[config.mk]
export PLATFORM = sky130hd
export DESIGN_NAME = cache_ctrl
export DESIGN_NICKNAME = d
export VERILOG_FILES = /design/src/rtl/cache_ctrl.sv
export SDC_FILE = /design/constraint.sdc
export NUM_CORES = 1
export LEC_CHECK = 0
export ABC_AREA = 0
export BUFFER_PORTS_ARGS = -buffer_cell sky130_fd_sc_hd__buf_2
export CORE_AREA = 2 2 178 180
export DETAILED_ROUTE_END_ITERATION = 6
export DIE_AREA = 0 0 180 182
export PLACE_DENSITY = 0.65
export SYNTH_ARGS = -nofsm -noshare
export SYNTH_HDL_FRONTEND = slang
export SYNTH_SLANG_ARGS = --single-unit
[constraint.sdc]
create_clock -name clk -period 11.6 [get_ports clk]
set_input_delay 0.58 -clock clk [delete_from_list [all_inputs] [get_ports clk]]
set_output_delay 0.58 -clock clk [all_outputs]
set_load 0.005 [all_outputs]
[src/rtl/cache_ctrl.sv]
// Direct-mapped, write-through, no-write-allocate cache between a CPU data port
// and a word-wide memory with a readM/writeM/ready handshake.
module cache_ctrl #(
    parameter int WORD_SIZE  = 16,
    parameter int LINE_WORDS = 4,
    parameter int NUM_LINES  = 4
) (
    input  logic                 clk,
    input  logic                 reset,
    input  logic                 cpu_read,
    input  logic                 cpu_write,
    input  logic [WORD_SIZE-1:0] cpu_address,
    input  logic [WORD_SIZE-1:0] cpu_wdata,
    output logic [WORD_SIZE-1:0] cpu_rdata,
    output logic                 cpu_ready,
    output logic                 readM,
    output logic                 writeM,
    output logic [WORD_SIZE-1:0] address,
    output logic [WORD_SIZE-1:0] mem_wdata,
    input  logic [WORD_SIZE-1:0] mem_rdata,
    input  logic                 mem_ready,
    output logic [WORD_SIZE-1:0] num_access,
    output logic [WORD_SIZE-1:0] num_miss
);

    localparam int OFF_W  = $clog2(LINE_WORDS);
    localparam int IDX_W  = $clog2(NUM_LINES);
    localparam int TAG_W  = WORD_SIZE - OFF_W - IDX_W;
    localparam int LINE_W = WORD_SIZE - OFF_W;

    typedef enum logic [1:0] {IDLE, FILL, WRITE} state_t;

    state_t                 state_q, state_d;
    logic [OFF_W-1:0]       beat_q, beat_d;
    logic [LINE_W-1:0]      fill_line_q, fill_line_d;
    logic [WORD_SIZE-1:0]   access_q, access_d;
    logic [WORD_SIZE-1:0]   miss_q, miss_d;
    logic [NUM_LINES-1:0]   valid_q;

    logic [TAG_W-1:0]       tag_mem  [NUM_LINES];
    logic [WORD_SIZE-1:0]   data_mem [NUM_LINES*LINE_WORDS];

    logic [TAG_W-1:0]       req_tag;
    logic [IDX_W-1:0]       req_idx;
    logic [IDX_W+OFF_W-1:0] req_word;
    logic [IDX_W-1:0]       fill_idx;
    logic [TAG_W-1:0]       fill_tag;
    logic                   hit;
    logic                   last_beat;
    logic                   fill_we;
    logic                   fill_done;
    logic                   wr_hit_we;
    logic                   miss_start;

    assign req_tag    = cpu_address[WORD_SIZE-1 -: TAG_W];
    assign req_idx    = cpu_address[OFF_W +: IDX_W];
    assign req_word   = cpu_address[IDX_W+OFF_W-1:0];
    assign fill_idx   = fill_line_q[IDX_W-1:0];
    assign fill_tag   = fill_line_q[LINE_W-1 -: TAG_W];
    assign hit        = valid_q[req_idx] && (tag_mem[req_idx] == req_tag);
    assign last_beat  = (beat_q == OFF_W'(LINE_WORDS - 1));
    assign fill_we    = (state_q == FILL) && mem_ready;
    assign fill_done  = fill_we && last_beat;
    assign wr_hit_we  = (state_q == WRITE) && mem_ready && hit;
    assign miss_start = (state_q == IDLE) && !cpu_write && cpu_read && !hit;

    assign num_access = access_q;
    assign num_miss   = miss_q;

    // Memory strobes decode only from state_q so they cannot glitch on request inputs.
    always_comb begin
        state_d     = state_q;
        beat_d      = beat_q;
        fill_line_d = fill_line_q;
        access_d    = access_q;
        miss_d      = miss_q;
        cpu_ready   = 1'b0;
        cpu_rdata   = '0;
        readM       = 1'b0;
        writeM      = 1'b0;
        address     = '0;
        mem_wdata   = '0;
        case (state_q)
            IDLE: begin
                if (cpu_write) begin
                    state_d = WRITE;
                end else if (cpu_read) begin
                    if (hit) begin
                        cpu_ready = 1'b1;
                        cpu_rdata = data_mem[req_word];
                    end else begin
                        state_d     = FILL;
                        beat_d      = '0;
                        fill_line_d = cpu_address[WORD_SIZE-1:OFF_W];
                        miss_d      = miss_q + 1'b1;
                    end
                end
            end
            FILL: begin
                readM   = 1'b1;
                address = {fill_line_q, beat_q};
                if (mem_ready) begin
                    beat_d = beat_q + 1'b1;
                    if (last_beat) state_d = IDLE;
                end
            end
            WRITE: begin
                writeM    = 1'b1;
                address   = cpu_address;
                mem_wdata = cpu_wdata;
                if (mem_ready) begin
                    cpu_ready = 1'b1;
                    state_d   = IDLE;
                end
            end
            default: state_d = IDLE;
        endcase
        if (cpu_ready) access_d = access_q + 1'b1;
    end

    always_ff @(posedge clk or posedge reset) begin
        if (reset) begin
            state_q     <= IDLE;
            beat_q      <= '0;
            fill_line_q <= '0;
            access_q    <= '0;
            miss_q      <= '0;
            valid_q     <= '0;
        end else begin
            state_q     <= state_d;
            beat_q      <= beat_d;
            fill_line_q <= fill_line_d;
            access_q    <= access_d;
            miss_q      <= miss_d;
            // A line being refilled is invalid until its last beat lands.
            if (miss_start) valid_q[req_idx] <= 1'b0;
            if (fill_done)  valid_q[fill_idx] <= 1'b1;
        end
    end

    always_ff @(posedge clk) begin
        if (fill_we)   data_mem[{fill_idx, beat_q}] <= mem_rdata;
        if (wr_hit_we) data_mem[req_word] <= cpu_wdata;
        if (fill_done) tag_mem[fill_idx] <= fill_tag;
    end

endmodule

* Word-level counts from Yosys, hierarchy flattened *
Memories as Yosys holds them, arrays and structs flattened.
Index checks and enable logic that the tools add are counted.

word-level totals
  register bits after elaboration = 54
  latch bits = 0
  bits in writable memories = 304
  memory bits (read-only) = 0
  input port bits = 53
  output and inout bits = 83
  word-level logic and storage cells = 92
  memories = 2

memory list
  memory    depth  bits a word  rd ports  clocked after memory_dff  wr ports  line  RTL
  data_mem  16     16           1         0                         1         41    logic [WORD_SIZE-1:0] data_mem [NUM_LINES*LINE_WORDS];
  tag_mem   4      12           1         0                         1         40    logic [TAG_W-1:0] tag_mem [NUM_LINES];

operators by class
  add/subtract/negate cells = 3
  multiply operators = 0
  div/mod/pow operators = 0
  order comparisons = 4
  equal/unequal tests = 12
  shifts and indexed selects = 0
  mux-type cells = 42
  bitwise logic cells = 5
  reductions and logical operators = 18

operator list
  kind                   number
  $mux 16                6
  $add 16x1->16 const B  2
  $pmux 16 s2            1
  $mux 2                 10
  $mux 1                 16
  $reduce_or 16->1       1
  $eq 12x12->1           1
  $mux 4                 3
  $ne 2x2->1 const B     6
  $logic_and 1x1->1      10
  $reduce_and 5->1       2
  $lt 2x3->1 const B     2
  $ne 3x3->1 const B     2
  $pmux 2 s3             1
  $and 4x4->4            1
  $demux 1 s2            2
  $eq 2x2->1 const B     2
  $ge 2x1->1 const B     2
  $not 4->4              1
  $or 4x4->4             1
  $pmux 2 s2             1
  $reduce_and 4->1       1
  $add 2x1->2 const B    1
  $bmux 1 s2             1
  other kinds (6)        8

* Logic depth before layout (Yosys ltp) *
Gate-level depths: netlist (run 1).

  word-level depth = 9
  depth in mapped cells = 12
  mapped depth without buffers = 7

* Least setup slack after synthesis (run 1) *
Ideal clock, no wire load.

  path type = input to register
  from = input cpu_address[2]
  to = memory data_mem[12][0], enable pin
  library setup time = 0.436 ns
  arrival time = 4.064 ns
  data required time = 11.164 ns
  path slack = 7.100 ns
  stages = 9
  path buffers = 3
  cells stage by stage = buf_6 > mux4_2 > xor2_1 > nor4_1 > and4bb_1 > buf_4 > nand4_1 > buf_2 > o41ai_1

on the way
  longest elaborated chain between the ends = 8

ends and longest elaborated chain
  item                                               line  RTL
  start, declared                                    12    input logic [WORD_SIZE-1:0] cpu_address,
  $mem_v2 4x12 or $bmux 1 s2 (tied branches)         --
  $eq 12x12->1 or $mux 1 (tied branches)             60    assign hit = valid_q[req_idx] && (tag_mem[req_idx] == req_tag);
  $logic_and 1x1->1                                  60
  $logic_and 1x1->1                                  64    assign wr_hit_we = (state_q == WRITE) && mem_ready && hit;
  $mux 1                                             143   if (wr_hit_we) data_mem[req_word] <= cpu_wdata;
  $mux 1 (not written as such)                       143
  $reduce_or 16->1 (no source line)                  --
  $mux 4 (no source line) or $mux 1 (tied branches)  --
  end, declared                                      41

Parallel ways exist; a longest one is shown, timed or not. The select of a mux whose other input is x is not followed.

* Worst setup path after layout (run 1) *
  from = input cpu_address[2]
  to = memory data_mem[3][4], enable pin

Same word-level chain as after synthesis.

==> metrics.md, run 1 <==
| Metric | Value |
|---|---|
| CP delay by family, top | buffers and inverters |
| Total grt overflow | 0 |
| Commonest non-fill, non-tap cell in the layout | edfxtp_1 |
| Final hold slack | 271 ps |
| Final Slew Violations | 0 |
| Synthesis-stage register bit count | 358 |
| Synth Net Count | 953 |
| Post-DP HPWL | 21.4 mm |
| Die footprint | 32,800 sq um |
| Critical Path Source Type | primary input |
| IO Pins | 136 |
| Max stage delay cell, worst path | o21ai_2 |
| Synth-to-layout area growth | 15.4% |
| TritonCTS clock tree | built |
| Pre-antenna DRT Iters | 5 |
| Post-synthesis compound-gate area fraction | 2.86% |
| Critical path class | primary input to flop |
| Library cells used by synthesis | 57 |
| Post-synthesis adder-cell area fraction | 0.494% |
| Levels on crit path | 9 |
| PD cells | 180 nW/um^2 |
| Post-CTS setup buffer count | 0 |
| # setup viols final | 0 |
| Syn Area/Cell | 17.0 sq um |
| Iteration-0 DRC Markers | 944 |
| Clk_skew | 16.4 ps |
| Final Non-Filler Cells | 1,460 |
| Worst stage delay on the critical path | 850 ps |
| CP endpoint | data_mem[3][4]$_DFFE_PP_ |
| R2R Setup Slk | 8040 ps |
| Post-synthesis mux area share | 15.1% |
| Final Wtd Congestion | 0.806 |
| Fin util | 56.6% |
| R2r worst-path depth | 7 |
| Num rows | 65 |
| Synth Warn # | 0 |
| Crit-path max FO | 48 |
| Routed WL | 32.9 mm |
| Unrepaired setup endpoints after global routing | no |
| Largest family of logic cells by synthesized area | multiplexers |
| Setup TNS | 0 ps |
| Antenna cell count | 0 |
| Slew headroom | 27.8% |
| DR WL/cell | 22.5 microns |
| Crit path from | cpu_address[2] |
| Clock Sinks | 358 |
| Most frequent cells in the layout | edfxtp_1, buf_2, nand2_1 |
| Post-route ant nets | 0 |
| Clock root buffer | clkbuf_16 |
| Final worst path period share | 34.6% |
| Max cap viols | 0 |
| Area of the multi-input gates | 4520 sq um |
| Fmax | 249 MHz |
| Largest net degree at the start of global routing | 74 |
| Worst Tran Pin Value | 1080 ps |
| Post-synthesis xor/xnor area fraction | 2.30% |
| Layout filler cell count | 2,414 |
| Detailed-route via count | 8,405 |
| Worst hold path type | primary input to asynchronous set/reset pin |
| CTS buffer count | 39 |
| Post-layout min period | 4020 ps |
| Worst endpoint data arrival time | 4160 ps |
| Via density | 5.76 |
| FF-to-FF Start | tag_mem[3][1]$_DFFE_PP_ |
| Crit path cell chain | buf_2 -> buf_4 -> mux4_2 -> xor2_1 -> nor4_1 -> and4bb_1 -> nand4_1 -> buf_4 -> o21ai_2 |
| Nets | 1,088 |
| Status | finished clean |
| CTS resizes | 0 |
| Crit end category | flop |
| Effective utilization at floorplan | 49.1% |
| Post-synthesis sequential area ratio | 68.9% |
| IO Port Bufs | 135 |
| Post-Syn Area | 15,200 sq um |
| Number of global-route vias before repair | 8,263 |
| P_leak | 6.42 nW |
| Worst endpoint required time | 11,740 ps |
| FF/Latch Area | 10,500 sq um |
| DRC | 0 |
| Hold_buf cts | 0 |
| Dominant synthesized flop cell | edfxtp_1 |
| Max VDD drop | 123 uV |
| Core ar. | 31,000 sq um |
| CP bufs+invs | 3 |
| Post-Synthesis Cells | 894 |
| Worst reg2reg endpoint | data_mem[3][4]$_DFFE_PP_ |
| H-tree depth | 2 |
| Antenna violations before repair | 1 |
| Die W | 180 microns |
| Ys async rst share | 15.1% |
| First-pass GRT wire length | 50.8 mm |
| Post-synth EDFFs | 304 |
| Clk Latency, worst-skew pair | 530 ps |
| Clock Tree Buf Depth | 3 |
| Die Ht | 182 microns |
| GRT Overall Usage | 20.5% |
| CTS clk-pin slew, worst paths | 60 ps |
| Hold Vio Cnt, Final | 0 |
| Post-Place Cells | 1,390 |
| Simple-gate share of the synthesized area | 8.45% |
| Total power | 3.16 mW |
| Most used cell, CP | buf_4 |
| Layout cells sized above 1 | 30.2% |
-- cells in the mapped netlist (all sizes together), types with 3 or more instances --
cell | number | area [sq um]
o21ai | 19 | 95.1
a21oi | 6 | 33.8
mux2 | 19 | 214
ha | 6 | 75.1
a21o | 4 | 30.0
nor2b | 27 | 169
xnor2 | 22 | 193
nor3 | 10 | 60.1
xor2 | 18 | 158
mux2i | 13 | 130
dfrtp | 54 | 1350
nor3b | 3 | 32.5
nand3 | 18 | 90.1
nand4 | 11 | 68.8
nand2b | 5 | 31.3
inv | 8 | 30.0
buf | 22 | 136
and2 | 18 | 113
and3 | 25 | 156
mux4 | 87 | 1960
a22oi | 15 | 113
nor4 | 6 | 43.8
edfxtp | 304 | 9130
clkbuf | 30 | 113
nor2 | 29 | 109
nand2 | 88 | 330
-- metal layers --
layer	vias up	share of wire (%)	GRT usage [%]
li1	3762	-	-
met1	4294	47	33.2
met2	298	43	28.6
met3	51	7.2	3.97
met4	0	1.9	5.04
met5	-	0	0
-- logic make-up (layout without fill, tap and decap cells) --
logic type	Yosys count	after routing
fa+ha+maj	6	6
mux	119	119
compound gates	61	61
simple gates	250	250
xor+xnor	40	40
flops	358	358
buf+inv	60	224
-- where the power goes --
part	leakage (nW)	switching [mW]	internal, mW	total [mW]
logic	2.37	0.232	0.168	0.400
clock network	0.599	0.482	0.714	1.20
registers	3.45	0.0759	1.49	1.56
-- cell type report --
class	count	area share, %
flip-flops and latches	358	59.7
clock inverters	19	1.07
clock buffers	51	6.05
well taps	402	2.87
multi-input cells	476	25.8
inverters	8	0.171
repair buffers	146	4.34
-- worst min-delay path: cells and delay by family --
family | cells | cell delay [ps]
buffers and inverters | 3 | 710
-- stage by stage --
| step | area, sq um | worst slack [ps] |
|---|---|---|
| after floorplan | 15200 | 7100 |
| after global placement | 16300 | 7120 |
| after detailed placement | 16300 | 7030 |
| after CTS | 17500 | 7570 |
| after global routing | 17500 | 7370 |
| final | 17500 | 7580 |
-- how the worst min path moves through the flow --
stage                                         from                     endpoint  slack, ps  cells past startpoint
after floorplan               valid_q[2]$_DFF_PP0_         valid_q[2]$_DFF_PP0_        440                      1
after global routing               cpu_address[12]  fill_line_q[10]$_DFFE_PP0P_        310                      3
after global placement    num_miss[15]$_DFFE_PP0P_     num_miss[15]$_DFFE_PP0P_        450                      1
after detailed placement  num_miss[15]$_DFFE_PP0P_     num_miss[15]$_DFFE_PP0P_        460                      1
after CTS                                    reset         valid_q[1]$_DFF_PP0_        290                      3
final                                        reset     num_miss[13]$_DFFE_PP0P_        270                      3
-- state kept, by name, summed over array words and instances (netlist names) --
name and count:
data_mem 256, tag_mem 48, num_access 16, num_miss 16
fill_line_q 14, valid_q 4, beat_q 2, state_q 2
(Power assumes the default switching activity.)
==> run 2: changes to the inputs <==
--- a/config.mk
+++ b/config.mk
@@ -10,7 +10,7 @@
 export CORE_AREA = 2 2 178 180
 export DETAILED_ROUTE_END_ITERATION = 6
 export DIE_AREA = 0 0 180 182
-export PLACE_DENSITY = 0.65
+export PLACE_DENSITY = 0.68
 export SYNTH_ARGS = -nofsm -noshare
 export SYNTH_HDL_FRONTEND = slang
 export SYNTH_SLANG_ARGS = --single-unit
==> constraint.sdc (replaced) <==
create_clock -name clk -period 3.64 [get_ports clk]
set_input_delay 0.182 -clock clk [delete_from_list [all_inputs] [get_ports clk]]
set_output_delay 0.182 -clock clk [all_outputs]
set_load 0.005 [all_outputs]
==> run 2 against run 1 <==
Clock-buffer cell count down 5; total power rose to 3.1 times the previous value; sequential power rose to 3.2 times the previous value; worst hold slack worse by 160 ps; critical path depth down 2; sequential share of layout area down 1.5 points; register-to-register slack worse by 7700 ps; highest routed layer unchanged.
==> metrics.md, run 2 (synthesis gave the netlist of run 1 again) <==
| Metric | Value |
|---|---|
| Design area | 18,000 sq um |
| Worst endpoint data arrival time | 3430 ps |
| P_leak | 6.67 nW |
| DR WL/cell | 23.2 microns |
| R2R Setup Slk | 340 ps |
| Worst Tran Pin Value | 1170 ps |
| Grt met3 use | 3.33% |
| Post-route ant nets | 0 |
| Via density | 5.77 |
| Clock Sinks | 358 |
| Fmax | 303 MHz |
| Clk_skew | 20.0 ps |
| Die Ht | 182 microns |
| Status | finished clean |
| Effective utilization at floorplan | 49.1% |
| Largest net degree at the start of global routing | 45 |
| Die W | 180 microns |
| Largest register FFs | 256 |
| Max cap viols | 0 |
| Iteration-0 DRC Markers | 794 |
| # setup viols final | 0 |
| Core ar. | 31,000 sq um |
| Layout filler cell count | 2,323 |
| M1 GR Usage | 30.7% |
| Met2 GRT Util | 34.8% |
| Slew headroom | 22.3% |
| Biggest register | data_mem |
| Crit-path max FO | 24 |
| Number of global-route vias before repair | 8,664 |
| Largest regs | data_mem (256), tag_mem (48) |
| IO Pins | 136 |
| CTS buffer count | 37 |
| Most frequent cells in the layout | edfxtp_1, buf_2, nand2_1 |
| Layout cells sized above 1 | 32.1% |
| Final Slew Violations | 0 |
| Layer with the highest usage | met2 |
| Critical path class | flop to flop |
| FF/Latch Area | 10,500 sq um |
| Final worst path period share | 90.8% |
| Worst endpoint required time | 3770 ps |
| Total grt overflow | 0 |
| Antenna cell count | 0 |
| Unrepaired setup endpoints after global routing | no |
| Post-DP HPWL | 22.4 mm |
| GRT Overall Usage | 21.6% |
| Nets | 1,136 |
| Crit end category | flop |
| Final Wtd Congestion | 0.814 |
| Die footprint | 32,800 sq um |
| H-tree depth | 2 |
| Fin util | 58.1% |
| First-pass GRT wire length | 53.2 mm |
| Worst hold path type | primary input to flop |
| Detailed-route via count | 8,671 |
| Routed WL | 34.9 mm |
| Clock root buffer | clkbuf_16 |
| Num rows | 65 |
| Antenna violations before repair | 2 |
| Final hold slack | 116 ps |
| Dpl cell area | 16,700 sq um |
| Post-layout min period | 3300 ps |
| IO Port Bufs | 135 |
| CTS resizes | 0 |
| Hold Vio Cnt, Final | 0 |
| Clk Latency, worst-skew pair | 530 ps |
| Commonest non-fill, non-tap cell in the layout | edfxtp_1 |
| CTS clk-pin slew, worst paths | 60 ps |
| Area of the multi-input gates | 4530 sq um |
| Setup TNS | 0 ps |
| PD cells | 544 nW/um^2 |
| Pre-antenna DRT Iters | 5 |
| TritonCTS clock tree | built |
| Clock Tree Buf Depth | 3 |
| Critical Path Source Type | flop |
| Synth-to-layout area growth | 18.4% |
| DRC | 0 |
| Max VDD drop | 362 uV |
## run 2: cell count changes in the layout (fill, tap and decap cells not counted), moves of 2 or more
cell           previous run  this run
clkinvlp_4                3         1
bufinv_16                 3         0
clkbuf_16                40        38
buf_4                    12        35
dlygate4sd3_1             0        14
clkinv_1                  7         5
clkbuf_1                  9         6
buf_12                    0        13
## run 2: repair_timing
action,in CTS,in global routing
endpoints found under the hold margin,34,0
hold buffers,14,0
setup buffers,0,0
## run 2: worst paths after layout
kind                                     startpoint                   endpoint  cells after the start
min in group asynchronous                     reset  num_access[7]$_DFFE_PP0P_                      3
setup / recovery            tag_mem[3][1]$_DFFE_PP_   data_mem[7][5]$_DFFE_PP_                      7
hold reg to reg            num_miss[15]$_DFFE_PP0P_   num_miss[15]$_DFFE_PP0P_                      1
max in group asynchronous                     reset      beat_q[1]$_DFFE_PP0P_                      4
hold / removal                            mem_ready      beat_q[0]$_DFFE_PP0P_                      3
setup reg to reg            tag_mem[3][1]$_DFFE_PP_   data_mem[7][5]$_DFFE_PP_                      7
## run 2: per-stage QoR
stage | total power [mW] | cells | setup WS (ps)
floorplan | 5.82 | 894 | 154
global placement | 6.35 | 1426 | 296
detailed placement | 6.39 | 1426 | 160
CTS | 9.87 | 1503 | 346
global route | 10.2 | 1503 | 156
finish | 9.79 | 1503 | 336
## run 2: critical path, stage by stage, from the launching register on
cell	delay [ps]
edfxtp_1	350
mux4_2	470
xor2_1	190
nor4_1	290
and4bb_1	280
nand4_1	180
buf_12	210
o21ai_2	910
## run 2: layout make-up
class,count,share of cell area [%]
Tap cell,402,2.79
Inverter,8,0.167
Multi-Input combinational cell,476,25.2
Clock buffer,46,5.56
Sequential cell,358,58.2
Clock inverter,17,0.660
Timing Repair Buffer,196,7.41
## run 2: routing by layer
| layer | wire (microns) | vias to the layer above |
|---|---|---|
| met3 | 2200 | 47 |
| li1 | - | 3861 |
| met2 | 17100 | 296 |
| met4 | 780 | 0 |
| met1 | 14800 | 4467 |
| met5 | 0 | - |
## run 2: where the power goes
| part | leakage (nW) | internal [mW] | switching, mW | total (mW) |
|---|---|---|---|---|
| Combinational | 2.67 | 0.575 | 0.751 | 1.33 |
| Sequential | 3.45 | 4.74 | 0.245 | 4.98 |
| Clock | 0.545 | 1.96 | 1.52 | 3.48 |
==> run 3: changes to the inputs <==
--- a/config.mk
+++ b/config.mk
@@ -11,6 +11,7 @@
 export DETAILED_ROUTE_END_ITERATION = 6
 export DIE_AREA = 0 0 180 182
 export PLACE_DENSITY = 0.68
+export REMOVE_ABC_BUFFERS = 1
 export SYNTH_ARGS = -nofsm -noshare
 export SYNTH_HDL_FRONTEND = slang
 export SYNTH_SLANG_ARGS = --single-unit
==> run 3 against run 2 <==
Wire length rose by 1.1%; clock skew rose by 4.1 ps; first-iteration DRC count fell by 3.5%; setup slack got worse by 190 ps; cell count fell by 0.53%; clock power rose by 7.5%; total power rose by 2.5%; die area did not move.
==> metrics.md, run 3 (synthesis gave the netlist of run 1 again) <==
| Metric | Value |
|---|---|
| Status | finished clean |
| Max cap viols | 0 |
| Dpl cell area | 16,600 sq um |
| Post-DP HPWL | 22.8 mm |
| Post-CTS setup buffer count | 0 |
| Total grt overflow | 0 |
| Nets | 1,125 |
| IO Pins | 136 |
| R2R Setup Slk | 150 ps |
| Worst reg2reg endpoint | data_mem[10][2]$_DFFE_PP_ |
| DRC | 0 |
| Fin util | 57.8% |
| Crit end category | flop |
| Antenna violations before repair | 1 |
| First-pass GRT wire length | 53.7 mm |
| DR WL/cell | 23.6 microns |
| Hold_buf cts | 13 |
| Max VDD drop | 307 uV |
| Post-layout min period | 3490 ps |
| Pre-antenna DRT Iters | 5 |
| Clock share of power | 37.3% |
| Largest register FFs | 256 |
| Routed WL | 35.3 mm |
| Critical Path Source Type | flop |
| FF-to-FF Start | tag_mem[3][1]$_DFFE_PP_ |
| Worst hold stages | 3 |
| Hold endpoint | fill_line_q[5]$_DFFE_PP0P_ |
| PD cells | 561 nW/um^2 |
| Post-route ant nets | 0 |
| Worst endpoint required time | 3760 ps |
| Pre-CTS setup slack | 55.8 ps |
| Fmax | 286 MHz |
| Clock root buffer | clkbuf_16 |
| Final Wtd Congestion | 0.843 |
| Crit path from | tag_mem[3][1]$_DFFE_PP_ |
| Critical path class | flop to flop |
| Sw Share | 24.8% |
| Clk_skew | 24.2 ps |
| Layout cells sized above 1 | 31.6% |
| Slew headroom | 26.5% |
| Hold Vio Cnt, Final | 0 |
| Worst endpoint data arrival time | 3610 ps |
| R2r worst-path depth | 7 |
| Synth-to-layout area growth | 17.7% |
| Highest Signal Layer | met5 |
| Net Switching | 2.48 mW |
| Clock Sinks | 358 |
| Via density | 5.86 |
| Unrepaired setup endpoints after global routing | no |
| Design area | 17,900 sq um |
| Worst hold path type | primary input to flop |
| Largest regs | data_mem (256), tag_mem (48) |
| CTS buffer count | 37 |
| Setup TNS | 0 ps |
| # setup viols final | 0 |
| Final setup margin | 146 ps |
| Reg power frac | 49.7% |
| Clk Latency, worst-skew pair | 520 ps |
| P_leak | 6.63 nW |
| Core ar. | 31,000 sq um |
| Number of global-route vias before repair | 8,697 |
| Antenna cell count | 0 |
| Met1 Wirelength | 15.0 mm |
| CTS resizes | 0 |
| Hold Crit Start | cpu_address[7] |
| Effective utilization at floorplan | 49.1% |
| Combinational Power Share | 13.0% |
| TritonCTS clock tree | built |
| H-tree depth | 2 |
| Die footprint | 32,800 sq um |
| Iteration-0 DRC Markers | 766 |
| IO Port Bufs | 135 |
| Worst Tran Pin Value | 1100 ps |
| DR WL met3 | 2.36 mm |
| Largest net degree at the start of global routing | 45 |
| Layout filler cell count | 2,355 |
| Detailed-route via count | 8,767 |
| Clock Tree Buf Depth | 3 |
| Commonest non-fill, non-tap cell in the layout | edfxtp_1 |
| Met2 WL | 17.2 mm |
| Crit-path max FO | 44 |
| CTS clk-pin slew, worst paths | 60 ps |
| GRT Overall Usage | 21.7% |
| Most frequent cells in the layout | edfxtp_1, buf_2, nand2_1 |
| Final Slew Violations | 0 |
| Internal | 7.55 mW |
| Biggest register | data_mem |
| Die W | 180 microns |
| Num rows | 65 |
| Die Ht | 182 microns |
| Final worst path period share | 96.0% |
[run 3: cell count changes in the layout (fill, tap and decap cells not counted), sizes merged]
cell / delta
clkinvlp: -2
buf: -10
clkbuf: +4
dlygate4sd3: -1
clkinv: -1
inv: -1
bufinv: +3
[run 3: critical path, stage by stage (launching register included)]
cell and delay, ps:
edfxtp_1 370, mux4_2 490, xor2_1 180, nor4_1 300, and4bb_1 260, nand4_1 290
buf_12 310, o21ai_2 890
[run 3: cell type report]
class,instances,area (sq um),area share [%]
inverters,8,30.0,0.168
multi-input cells,476,4520,25.2
repair buffers,185,1160,6.48
well taps,402,503,2.81
clock buffers,50,1060,5.90
clock inverters,16,154,0.860
flip-flops and latches,358,10500,58.5
[run 3: power by group through the flow]
stage	registers, mW	clock network, mW	logic (mW)
2_1_floorplan	4.99	0	0.744
3_3_place_gp	5.06	0	1.29
3_5_place_dp	5.07	0	1.31
4_1_cts	4.99	3.79	1.32
5_1_grt	5.02	3.98	1.45
6_report	4.99	3.74	1.31
[run 3: how the worst max path moves through the flow]
stage,to,slack (ps),cells past startpoint
floorplan,data_mem[12][0]$_DFFE_PP_,-1790,6
global placement,data_mem[0][10]$_DFFE_PP_,40,9
detailed placement,data_mem[0][14]$_DFFE_PP_,60,9
CTS,data_mem[0][14]$_DFFE_PP_,140,7
global route,data_mem[0][10]$_DFFE_PP_,4,7
finish,data_mem[10][2]$_DFFE_PP_,150,7
[run 3: per-stage QoR]
stage / total power [mW] / hold slack (ps) / std cells
2_1_floorplan: 5.73 / 287 / 842
3_3_place_gp: 6.34 / 347 / 1416
3_5_place_dp: 6.37 / 346 / 1416
4_1_cts: 10.1 / 5.44 / 1495
5_1_grt: 10.4 / 19.0 / 1495
6_report: 10.0 / 30.9 / 1495
[run 3: per-layer routing]
| layer | vias to the layer above | GRT usage, % |
|---|---|---|
| met2 | 337 | 35.3 |
| met1 | 4536 | 30.6 |
| met4 | 2 | 6.08 |
| met5 | - | 0 |
| met3 | 55 | 3.85 |
| li1 | 3837 | - |
